`config.mk`:
```
export PLATFORM = sky130hd
export DESIGN_NAME = addsub_seq
export DESIGN_NICKNAME = d
export VERILOG_FILES = /design/src/rtl/addsub_pkg.sv /design/src/rtl/nibble_addsub.sv /design/src/rtl/addsub_seq.sv
export SDC_FILE = /design/constraint.sdc
export NUM_CORES = 1
export LEC_CHECK = 0
export CAP_MARGIN = 10
export CORE_ASPECT_RATIO = 0.5
export CORE_MARGIN = 2
export CORE_UTILIZATION = 25
export DETAILED_ROUTE_END_ITERATION = 10
export HOLD_SLACK_MARGIN = 0.03
export SKIP_LAST_GASP = 1
export SYNTH_ARGS = -nofsm -noshare
export SYNTH_HDL_FRONTEND = slang
export SYNTH_SLANG_ARGS = --single-unit
```
`constraint.sdc`:
```
create_clock -name clk -period 4.7 [get_ports clk]
set_input_delay 0.94 -clock clk [delete_from_list [all_inputs] [get_ports clk]]
set_output_delay 0.94 -clock clk [all_outputs]
set_load 0.005 [all_outputs]
```
`src/rtl/addsub_pkg.sv`:
```
// addsub_pkg: FSM state and op encodings shared by addsub_seq and nibble_addsub
package addsub_pkg;
  typedef enum logic [1:0] {IDLE, RUN, DONE} state_t;
  localparam logic OP_ADD = 1'b1;
  localparam logic OP_SUB = 1'b0;
endpackage

```
`src/rtl/nibble_addsub.sv`:
```
// nibble_addsub: 4-bit add/sub stage; x,y,cin,op in; s (nibble), cout (carry or borrow) out
module nibble_addsub
  import addsub_pkg::*;
(
  input  logic [3:0] x,
  input  logic [3:0] y,
  input  logic       cin,
  input  logic       op,
  output logic [3:0] s,
  output logic       cout
);
  logic [4:0] r;
  // bit 4 of the 5-bit difference is the borrow-out
  assign r = (op == OP_ADD) ? {1'b0, x} + {1'b0, y} + {4'b0, cin}
                            : {1'b0, x} - {1'b0, y} - {4'b0, cin};
  assign s = r[3:0];
  assign cout = r[4];
endmodule

```
`src/rtl/addsub_seq.sv`:
```
// addsub_seq: nibble-serial adder/subtractor; clk, rst_n (sync, active-low), start/op/a/b in; ready/busy/done/result/carry out
module addsub_seq
  import addsub_pkg::*;
#(
  parameter int NIBBLES = 4,
  localparam int W = 4 * NIBBLES
) (
  input  logic         clk,
  input  logic         rst_n,
  input  logic         start,
  input  logic         op,
  input  logic [W-1:0] a,
  input  logic [W-1:0] b,
  output logic         ready,
  output logic         busy,
  output logic         done,
  output logic [W-1:0] result,
  output logic         carry
);
  state_t state, state_n;
  logic [3:0] idx;
  logic [W-1:0] a_q, b_q, acc, acc_n;
  logic op_q, c_q, cout, last;
  logic [3:0] x, y, s;
  assign x = 4'(a_q >> (4 * idx));
  assign y = 4'(b_q >> (4 * idx));
  assign last = idx == 4'(NIBBLES - 1);
  // replace nibble idx of the accumulator with the stage output
  assign acc_n = (acc & ~(W'(4'hF) << (4 * idx))) | (W'(s) << (4 * idx));
  nibble_addsub u_stage (.x(x), .y(y), .cin(c_q), .op(op_q), .s(s), .cout(cout));
  always_comb begin
    state_n = state;
    ready = state == IDLE;
    busy = state == RUN;
    done = state == DONE;
    state_n = state == IDLE ? (start ? RUN : IDLE) : state == RUN ? (last ? DONE : RUN) : IDLE;
  end
  always_ff @(posedge clk) begin
    if (!rst_n) begin
      state <= IDLE;
      idx <= '0;
      acc <= '0;
      c_q <= 1'b0;
      a_q <= '0;
      b_q <= '0;
      op_q <= OP_SUB;
      result <= '0;
      carry <= 1'b0;
    end else begin
      state <= state_n;
      if (state == IDLE && start) begin
        a_q <= a;
        b_q <= b;
        op_q <= op;
        idx <= '0;
        c_q <= 1'b0;
      end
      if (state == RUN) begin
        acc <= acc_n;
        c_q <= cout;
        idx <= idx + 4'd1;
        if (last) begin
          result <= acc_n;
          carry <= cout;
        end
      end
    end
  end
endmodule

```
Word-level counts from Yosys, hierarchy flattened
Index checks and enable logic that the tools add are counted.
- reduce and logical (&&, ||, !) cells: 4
- eq/ne operators: 3
- shift operators: 4
- add/sub/neg operators: 5
- bitwise gates (word level): 3
- multiplexer cells: 9
- operators with widths (cell ; number):
    right shift 16 x 6 -> 4 bit ; 2
    bitwise AND 16 bit ; 1
    inverter 16 bit ; 1
    bitwise OR 16 bit ; 1
    << shifter 4 x 6 -> 16 bit ; 1
    << shifter 4 x 6 -> 16 bit (first input constant) ; 1
    two-way mux 4 bit ; 2
    two-way mux 2 bit ; 3
    adder 4 x 4 -> 5 bit ; 1
    adder 5 x 1 -> 5 bit ; 1
    two-way mux 5 bit ; 1
    subtractor 4 x 4 -> 5 bit ; 1
    subtractor 5 x 1 -> 5 bit ; 1
    adder 4 x 1 -> 4 bit (second input constant) ; 1
    == test 4 x 2 -> 1 bit (second input constant) ; 1
    two-way mux 1 bit ; 3
    == test 2 x 1 -> 1 bit (second input constant) ; 1
    == test 2 bit (second input constant) ; 1
    zero test 2 bit ; 1
    AND reduction 2 bit ; 1
    nonzero test 2 bit ; 1
    logical AND 1 bit ; 1
- output and inout bits: 20
- word-level logic and storage cells: 37
- flip-flop bits (word level): 73
- input port bits: 36

Longest topological paths before layout
Gate-level depths: netlist of the first run.
- depth in word-level cells: 6
- mapped depth: 14
- mapped depth without buffers: 12

Hierarchy
Synthesis of the first run repeated with hierarchy kept, for this count alone.
- cells, all modules: 419
- area, all modules: 3606.0 sq um
- modules (own cells, without submodules) (module ; cells each ; times used ; area an instance (sq um) ; sequential area each (sq um)):
    addsub_seq ; 378 ; 1 ; 3263.1 ; 1461.4
    nibble_addsub ; 41 ; 1 ; 342.8 ; 0.0

Least setup slack after synthesis of the first run
Ideal clock, no wire load.
- kind: register to register
- start: register idx[0]
- end: register result[2]
- path buffers: 3
- arrival time: 3.228 ns
- cell stages (with the launch flop): 15
- required time: 4.630 ns
- setup time: 0.070 ns
- clock period less this slack: 3.298 ns
- path slack: 1.402 ns
- path through: dfxtp_1 -> clkbuf_1 -> clkbuf_1 -> clkbuf_1 -> nand2_1 -> o21ai_0 -> nand2b_1 -> inv_1 -> fa_1 -> fa_1 -> and2_1 -> or3_1 -> a21oi_1 -> a221oi_1 -> a21oi_1
- cells in the longest elaborated chain, start to end: 6
- elaborated cells between the ends (all ways): 14
- those cells by class: add/sub: 4; eq/ne: 1; shift: 4; mux: 1; bitwise: 3; reduce/logical: 1
- ends and longest elaborated chain (what ; line ; text):
    start, declared ; addsub_seq.sv:21 ; logic [3:0] idx;
    start signal, assigned ; addsub_seq.sv:61 ; idx <= idx + 4'd1;
    right shift 16 x 6 -> 4 bit (on tied branches) ; addsub_seq.sv:25, addsub_seq.sv:26 ;
    subtractor 4 x 4 -> 5 bit / adder 4 x 4 -> 5 bit (equally long branches) ; nibble_addsub.sv:15, nibble_addsub.sv:14 ;
    subtractor 5 x 1 -> 5 bit / adder 5 x 1 -> 5 bit (equally long branches) ; nibble_addsub.sv:15, nibble_addsub.sv:14 ;
    two-way mux 5 bit ; nibble_addsub.sv:14 ; assign r = (op == OP_ADD) ? {1'b0, x} + {1'b0, y} + {4'b0, cin}
    << shifter 4 x 6 -> 16 bit ; addsub_seq.sv:29 ; assign acc_n = (acc & ~(W'(4'hF) << (4 * idx))) | (W'(s) << (4 * idx));
    bitwise OR 16 bit ; addsub_seq.sv:29 ;
    end signal, assigned ; addsub_seq.sv:63 ; result <= acc_n;
    end, declared ; addsub_seq.sv:17 ; output logic [W-1:0] result,
Several ways; a longest one is shown, not always the timed one.
A chain may end at the register's enable or synchronous reset.

Worst setup path after layout of the first run
- start: register idx[1]
- end: register result[14]
Same word-level chain as after synthesis.

==> results of run 1 <==
[worst max-delay path: stages, from the launching register on]
cell	delay, ns
dfxtp_1	0.65
mux2_2	0.39
o21ai_0	0.15
nand2b_1	0.17
inv_1	0.07
fa_1	0.43
fa_1	0.39
and2_1	0.18
or3_1	0.30
a21oi_1	0.39
a221oi_1	0.19
a21oi_1	0.17
[how the worst max path moves through the flow]
stage                 end  slack [ns]  cells past startpoint
2_1_floorplan   result[2]        1.40                     14
3_3_place_gp   result[14]        1.27                     11
3_5_place_dp    result[2]        1.15                     11
4_1_cts        result[14]        1.12                     11
5_1_grt         result[2]        0.87                     11
6_report       result[14]        1.14                     11
[registers in the layout, summed over array words and instances (netlist names)]
register,flops
a_q,16
acc,16
b_q,16
result,16
idx,4
state,2
c_q,1
carry,1
op_q,1
[per-layer routing]
layer / part of all wire [%] / wire length, um
met3: 3.7 / 325
met1: 50 / 4359
met2: 45 / 3958
met4: 1.1 / 100
met5: 0 / 0
[cells in the mapped netlist (3+ instances only)]
master | n | area (sq um)
a211oi_1 | 4 | 30.03
mux2_2 | 4 | 45.04
nor2b_1 | 3 | 18.77
nand2b_1 | 7 | 43.79
dfxtp_1 | 73 | 1461
nor2_1 | 32 | 120.1
o22ai_1 | 3 | 18.77
clkbuf_1 | 29 | 108.9
nand2_1 | 83 | 311.6
a21oi_1 | 52 | 260.3
and2_1 | 6 | 37.54
a221oi_1 | 8 | 70.07
mux4_2 | 3 | 67.56
a21o_1 | 3 | 22.52
mux2i_1 | 15 | 150.1
nand3_1 | 16 | 80.08
ha_1 | 8 | 100.1
fa_1 | 4 | 80.08
inv_1 | 9 | 33.78
o21ai_0 | 26 | 130.1
[power breakdown]
group	internal (W)	leakage, nW	switching [W]
combinational	0.000113	0.918	0.000155
clock	0.000418	0.137	0.000246
sequential	0.000649	0.595	0.0000182
total	0.00118	1.65	0.000419
[layout make-up]
type	instances	area (sq um)
Fill cell	1433	9114
Multi-Input combinational cell	306	1839
Sequential cell	73	1461
Timing Repair Buffer	58	573.1
Clock buffer	11	242.7
Tap cell	192	240.2
Clock inverter	3	42.54
Inverter	10	37.54
[kinds of logic after synthesis]
family / Yosys count
AOI/OAI and AO/OA: 105
xor gates and xnor gates: 2
adders and majority gates: 12
buffers and inverters: 42
DFF: 73
muxes: 24
and+or+nand+nor: 163
[through the flow]
step / worst slack (ns) / instances
2_1_floorplan: 1.402 / 421
3_5_place_dp: 1.147 / 639
3_3_place_gp: 1.266 / 639
4_1_cts: 1.122 / 653
6_report: 1.141 / 653
5_1_grt: 0.8736 / 653
==> flow_metrics.py, run 1 <==
metrics = {
    "global_route": {
        "grt_pass1_vias": 2826,
        "grt_pass1_wl_um": 14270,
        "use_met2_pct": 19.73,
        "use_met1_pct": 16.16,
        "grtUsageTotal_pct": 12.44,
        "met3_usage_pct": 3.998,
        "grt_max_degree": 52,
        "antenna_found_initial": 0,
        "grt-ovfl-total": 0,
        "top_usage_layer": "met2",
    },
    "worst_setup_path": {
        "r2r_end": "result[14]",
        "reg2reg_depth": 11,
        "worstPathRequired_ns": 4.96,
        "rrSetupSlack_ns": 1.14,
        "crit_start": "idx[1]",
        "worstPathMaxFanout": 11,
        "critPathArrivalTime_ns": 3.82,
        "cp-end-kind": "register",
        "path_class": "register to register",
        "reg2reg_from": "idx[1]",
        "start_kind": "register",
    },
    "logic_synthesis": {
        "synth.area.mux_share_pct": 8.667,
        "synth_top_family_by_area": "simple AND/OR/NAND/NOR gates",
        "synth_simple_gate_area_share_pct": 20.91,
        "async_flop_share_pct": 0,
        "syn_inst": 421,
        "synth_xor_area_share_pct": 0.5056,
        "yosysSeqAreaShare_pct": 42.18,
        "syn_area_per_cell_sq_um": 8.229,
        "synth-seq-cells": 73,
        "yosysWarnings": 0,
        "netlist_area_sq_mm": 0.003465,
        "syn_nets": 469,
        "synth.distinct_cells": 44,
        "synth_compound_area_share_pct": 17.80,
        "synthFlopType": "dfxtp_1",
        "synth_edf_count": 0,
        "synth-adder-area-share_pct": 5.200,
    },
    "cells_and_area": {
        "final_layout_size_suffix_gt1_share_pct": 6.725,
        "final_area_sq_mm": 0.004437,
        "utilization_pct": 32.74,
        "area_growth_pct": 28.06,
        "layout_common_cells": "nand2_1 (83), dfxtp_1 (73), clkdlybuf4s50_1 (55)",
        "final_net_count": 506,
        "n_antenna_cell": 0,
        "layout_commonest_cell": "nand2_1",
    },
    "pwr": {
        "p_leak_nw": 1.651,
        "ir_worst_vdd_mv": 0.1716,
        "power_w": 0.001598,
        "power_density_mw_per_mm2": 360.2,
    },
    "routing": {
        "drtIter0Drc": 175,
        "firstDrtPassIters": 4,
        "wl_um": 8744,
        "route.detailed.drc": 0,
        "via_per_inst": 4.464,
        "routedWlPerCell_um": 13.39,
        "dr_total_vias": 2915,
        "drtAntennaViolNets": 0,
    },
    "timing": {
        "final_hold_viol_count": 0,
        "fin_crit_sh_pct": 75.73,
        "tightest_slew_ns": 1.126,
        "timing.final.crit_period_ns": 3.560,
        "setup_viol": 0,
        "rsz0062_at_grt": "false",
        "relSlewSlack_pct": 24.74,
        "max_freq_mhz": 280.9,
        "maxSlewViolCount": 0,
        "fin_tns_setup_ns": 0,
        "skew_ns": 0.006160,
        "holdWs_ns": 0.4539,
    },
    "outcome": {
        "status": "finished clean",
    },
    "clocking": {
        "clk_path_buf_depth": 2,
        "cts_tree": "done",
        "post_cts_buffers": 0,
        "hold_buffers": 0,
        "cts_buffers": 9,
        "root_buffer": "clkbuf_16",
        "numClockSinks": 73,
        "htreeDepth": 3,
        "ctsResizeCount": 0,
        "clk_latency_ns": 0.33,
        "path_clk_slew_ns": 0.05,
    },
    "worst_hold_path": {
        "hold_start": "b_q[15]",
        "hold_class": "register to register",
        "hold_depth": 2,
        "min_to": "b_q[15]",
    },
    "placement": {
        "dp_hpwl_um": 6180,
        "gp_congestion": 0.8314,
        "io_buffers": 55,
        "placed_cell_area_sq_mm": 0.004151,
    },
    "die": {
        "rows": 30,
        "boundaryPins": 56,
        "fp.dieW_um": 170.5,
        "start_util_pct": 25.57,
        "die_y_um": 87.24,
        "dieArea_sq_mm": 0.01487,
        "core_area_sq_mm": 0.01355,
    },
    "run": {
        "maxCapViolCount": 0,
    },
}
Note: power is estimated with default switching activity, not from simulation.
==> run 2, diff against run 1 <==
Clock period 4.7 ns to 2.87 ns, I/O delays scaled along.
==> flow_metrics.py, run 2 (synthesis results as in run 1) <==
metrics = {
    "routing": {
        "firstDrtPassIters": 4,
        "drtAntennaViolNets": 0,
        "routedWlPerCell_um": 13.70,
        "dr_total_vias": 3057,
        "wl_um": 9220,
        "via_per_inst": 4.542,
        "route.detailed.drc": 0,
        "drtIter0Drc": 173,
    },
    "clocking": {
        "root_buffer": "clkbuf_16",
        "clk_path_buf_depth": 2,
        "path_clk_slew_ns": 0.06,
        "clk_latency_ns": 0.34,
        "cts_tree": "done",
        "numClockSinks": 73,
        "htreeDepth": 3,
        "cts_buffers": 9,
    },
    "cells_and_area": {
        "layout_commonest_cell": "nand2_1",
        "layout_common_cells": "nand2_1 (83), dfxtp_1 (71), clkdlybuf4s50_1 (55)",
        "nFillCells": 1415,
        "final_net_count": 524,
        "area_growth_pct": 37.74,
        "final_area_sq_mm": 0.004772,
        "final_layout_size_suffix_gt1_share_pct": 16.42,
        "n_antenna_cell": 0,
    },
    "timing": {
        "holdWs_ns": 0.4520,
        "tightest_slew_ns": 0.6094,
        "setup_viol": 0,
        "relSlewSlack_pct": 59.29,
        "fin_crit_sh_pct": 98.17,
        "max_freq_mhz": 354.9,
        "final_hold_viol_count": 0,
        "timing.final.crit_period_ns": 2.817,
        "skew_ns": 0.006473,
        "maxSlewViolCount": 0,
        "rsz0062_at_grt": "true",
    },
    "global_route": {
        "grt-ovfl-total": 0,
        "antenna_found_initial": 0,
        "grt_pass1_wl_um": 14870,
        "grtUsageTotal_pct": 12.92,
        "grt_pass1_vias": 2947,
        "grt_max_degree": 52,
    },
    "die": {
        "core_area_sq_mm": 0.01355,
        "rows": 30,
        "dieArea_sq_mm": 0.01487,
        "start_util_pct": 25.57,
        "die_y_um": 87.24,
        "fp.dieW_um": 170.5,
        "boundaryPins": 56,
    },
    "worst_setup_path": {
        "worstPathMaxFanout": 4,
        "start_kind": "register",
        "cp-end-kind": "register",
        "worstPathRequired_ns": 3.15,
        "path_class": "register to register",
        "critPathArrivalTime_ns": 3.09,
    },
    "pwr": {
        "ir_worst_vdd_mv": 0.2880,
        "power_density_mw_per_mm2": 611.9,
        "p_leak_nw": 1.815,
    },
    "run": {
        "maxCapViolCount": 0,
    },
    "placement": {
        "dp_hpwl_um": 6681,
        "gp_congestion": 0.8293,
        "io_buffers": 55,
        "placed_cell_area_sq_mm": 0.004327,
    },
    "outcome": {
        "status": "finished clean",
    },
    "worst_hold_path": {
        "hold_class": "register to register",
    },
}
==> run 2: changes by cell type in the layout (fill, tap and decap cells not counted), moves of 3 or more <==
cell	delta
fa_1	-3
buf_4	+16
fa_2	+3
a221oi_2	+5
a221oi_1	-5
==> run 2: stage by stage <==
step | TNS, ns | power (W) | utilization, % | std cells | setup WS, ns
floorplan | 0 | 0.001437 | - | 421 | 0.005342
global placement | 0 | 0.001595 | 31.93 | 656 | 0.02511
detailed placement | -0.4031 | 0.001600 | 31.93 | 656 | -0.07367
CTS | -0.003042 | 0.002903 | 34.56 | 672 | -0.003042
global route | -0.4141 | 0.003052 | 35.22 | 673 | -0.06754
finish | 0 | 0.002920 | 35.22 | 673 | 0.05262
==> run 2: worst max-delay path: stages, from the launching register on <==
cell      delay (ns)
dfxtp_2         0.34
mux4_2          0.49
and2_4          0.17
fa_2            0.38
fa_2            0.35
and2_4          0.17
or3_4           0.33
a21oi_4         0.25
a221oi_2        0.12
a21oi_1         0.16
==> run 2: area by class of cell <==
class | instances | area, sq um | share of cell area (%)
clock buffer | 11 | 242.7 | 5.087
clock inverter | 5 | 102.6 | 2.150
inverter | 10 | 37.54 | 0.7866
multi-input combinational | 306 | 1969 | 41.27
sequential | 73 | 1464 | 30.68
tap | 192 | 240.2 | 5.034
timing repair buffer | 76 | 715.7 | 15.00
==> run 2: report_power, final <==
group | internal [W] | total, W | switching (W)
Combinational | 0.000239 | 0.000529 | 0.000290
Sequential | 0.00106 | 0.00109 | 0.0000311
Clock | 0.000871 | 0.00130 | 0.000426
Total | 0.00217 | 0.00292 | 0.000747
==> run 2: timing repair <==
action,CTS,global route
resized for setup,6,17
endpoints found under the setup margin,10,26
pin swaps,4,9
setup buffers,0,1
hold endpoints to repair,0,0
hold buffers,0,0
==> run 2: worst paths after layout <==
| check | from | to | slack (ns) | cells after the start |
|---|---|---|---|---|
| max | idx[0] | result[2] | 0.05 | 9 |
| min | acc[3] | acc[3] | 0.45 | 2 |
| max reg2reg | idx[0] | result[2] | 0.05 | 9 |
| min reg2reg | acc[3] | acc[3] | 0.45 | 2 |
==> run 2: per-layer routing <==
metal | global-route usage [%] | wire (um) | vias up
met3 | 3.226 | 411 | 10
met2 | 19.44 | 4112 | 76
met5 | 0 | 0 | -
met1 | 17.80 | 4562 | 1422
met4 | 5.128 | 134 | 0
li1 | - | - | 1549
==> run 3, diff against run 2 <==
Settings changed: CORE_ASPECT_RATIO 0.5 to default.
==> flow_metrics.py, run 3 (synthesis results as in run 1) <==
metrics = {
    "placement": {
        "dp_cells": 646,
        "io_buffers": 55,
        "dp_hpwl_um": 6666,
        "gp_congestion": 0.8348,
    },
    "cells_and_area": {
        "layout_commonest_cell": "nand2_1",
        "utilization_pct": 34.62,
        "final_layout_size_suffix_gt1_share_pct": 16.36,
        "layout_common_cells": "nand2_1 (83), dfxtp_1 (71), clkdlybuf4s50_1 (55)",
        "n_antenna_cell": 0,
        "area_growth_pct": 37.09,
        "final_net_count": 526,
        "final_cells": 663,
    },
    "routing": {
        "drtIter0Drc": 209,
        "firstDrtPassIters": 5,
        "wl_um": 9159,
        "route.detailed.drc": 0,
        "via_per_inst": 4.659,
        "routedWlPerCell_um": 13.81,
        "dr_total_vias": 3089,
        "drtAntennaViolNets": 0,
    },
    "worst_setup_path": {
        "rrSetupSlack_ns": 0.06,
        "critPathArrivalTime_ns": 3.08,
        "reg2reg_from": "idx[0]",
        "critPathTopFamily": "adder cells",
        "path_class": "register to register",
        "cp-end-kind": "register",
        "worstPathMaxFanout": 4,
        "cp_slowest_stage_delay_ns": 0.49,
        "r2r_end": "result[14]",
        "worstPathRequired_ns": 3.14,
        "slowest_stage": "mux4_2",
        "start_kind": "register",
        "reg2reg_depth": 9,
        "crit_chain": "mux4_2, and2_4, fa_2, fa_2, and2_4, or3_4, a21oi_4, a221oi_2, a21oi_1",
        "critPathBufInv": 0,
    },
    "timing": {
        "relSlewSlack_pct": 45.10,
        "rsz0062_at_grt": "true",
        "skew_ns": 0.007083,
        "timing.final.crit_period_ns": 2.808,
        "maxSlewViolCount": 0,
        "setup_viol": 0,
        "holdWs_ns": 0.4517,
        "tightest_slew_ns": 0.8215,
        "max_freq_mhz": 356.2,
        "final_hold_viol_count": 0,
        "fin_crit_sh_pct": 97.83,
    },
    "clocking": {
        "path_clk_slew_ns": 0.05,
        "hold_buffers": 0,
        "root_buffer": "clkbuf_16",
        "htreeDepth": 3,
        "clk_path_buf_depth": 2,
        "numClockSinks": 73,
        "clk_latency_ns": 0.34,
        "cts_tree": "done",
        "cts_buffers": 9,
    },
    "die": {
        "boundaryPins": 56,
        "rows": 43,
        "core_area_sq_mm": 0.01372,
        "fp.dieW_um": 121.7,
        "dieArea_sq_mm": 0.01482,
        "die_y_um": 121.7,
        "start_util_pct": 25.25,
    },
    "outcome": {
        "status": "finished clean",
    },
    "worst_hold_path": {
        "hold_start": "b_q[2]",
        "hold_depth": 2,
        "min_to": "b_q[2]",
        "hold_class": "register to register",
    },
    "pwr": {
        "p_leak_nw": 1.838,
        "p_clk_share_pct": 41.5,
        "p_seq_share_pct": 39.2,
        "swShare_pct": 26.15,
        "intPower_w": 0.002057,
        "ir_worst_vdd_mv": 0.2970,
        "power_density_mw_per_mm2": 586.3,
        "p_sw_w": 0.0007282,
        "comb_power_share_pct": 19.3,
    },
    "run": {
        "maxCapViolCount": 0,
    },
    "global_route": {
        "grt-ovfl-total": 0,
        "antenna_found_initial": 0,
        "grt_pass1_wl_um": 15210,
        "grtUsageTotal_pct": 12.98,
        "grt_pass1_vias": 3080,
        "grt_max_degree": 52,
    },
}
run 3: through the flow:
step                area [sq um]  total power (W)  setup WS, ns  setup TNS [ns]
floorplan                   3540         0.001437      0.005342               0
global placement            4327         0.001593       0.03968               0
detailed placement          4327         0.001606      -0.03719         -0.1156
CTS                         4652         0.002771     -0.005843       -0.005843
global route                4750         0.002917      -0.05650         -0.1549
finish                      4750         0.002785       0.06221               0
run 3: layout make-up:
cell class	count	area (sq um)
Fill cell	1450	8970
Clock inverter	2	35.03
Sequential cell	73	1464
Tap cell	180	225.2
Clock buffer	14	274.0
Multi-Input combinational cell	306	1978
Inverter	10	37.54
Timing Repair Buffer	78	735.7
run 3: worst reg2reg max path: stages, from the launching register on:
cell      delay, ns
dfxtp_2        0.34
mux4_2         0.49
and2_4         0.19
fa_2           0.37
fa_2           0.36
and2_4         0.17
or3_4          0.33
a21oi_4        0.22
a221oi_2       0.11
a21oi_1        0.16
run 3: repair_timing:
action,CTS,global route
pin swaps,2,10
setup endpoints to repair,10,25
gates resized for setup,4,17
cloned,0,0
setup buffers,0,1
run 3: power by group through the flow:
| stage | logic [W] | clock network, W | registers [W] |
|---|---|---|---|
| after floorplan | 0.000336 | 0 | 0.00110 |
| after global placement | 0.000482 | 0 | 0.00111 |
| after detailed placement | 0.000493 | 0 | 0.00111 |
| after CTS | 0.000502 | 0.00118 | 0.00109 |
| after global routing | 0.000594 | 0.00122 | 0.00110 |
| final | 0.000537 | 0.00116 | 0.00109 |
run 3: layer usage:
metal	up-vias	global-route usage, %	wire length, um
met5	-	0	0
met4	0	3.664	72
met3	9	3.745	584
met2	80	21.49	4378
met1	1444	16.50	4123
li1	1556	-	-
run 3: worst max path at each step:
stage | start | to | slack, ns | cells after the start
after floorplan | idx[1] | result[14] | 0.005 | 12
after global placement | idx[1] | result[3] | 0.04 | 10
after detailed placement | idx[1] | result[10] | -0.04 | 11
after CTS | idx[1] | result[10] | -0.006 | 11
after global routing | idx[0] | result[6] | -0.06 | 9
final | idx[0] | result[14] | 0.06 | 9
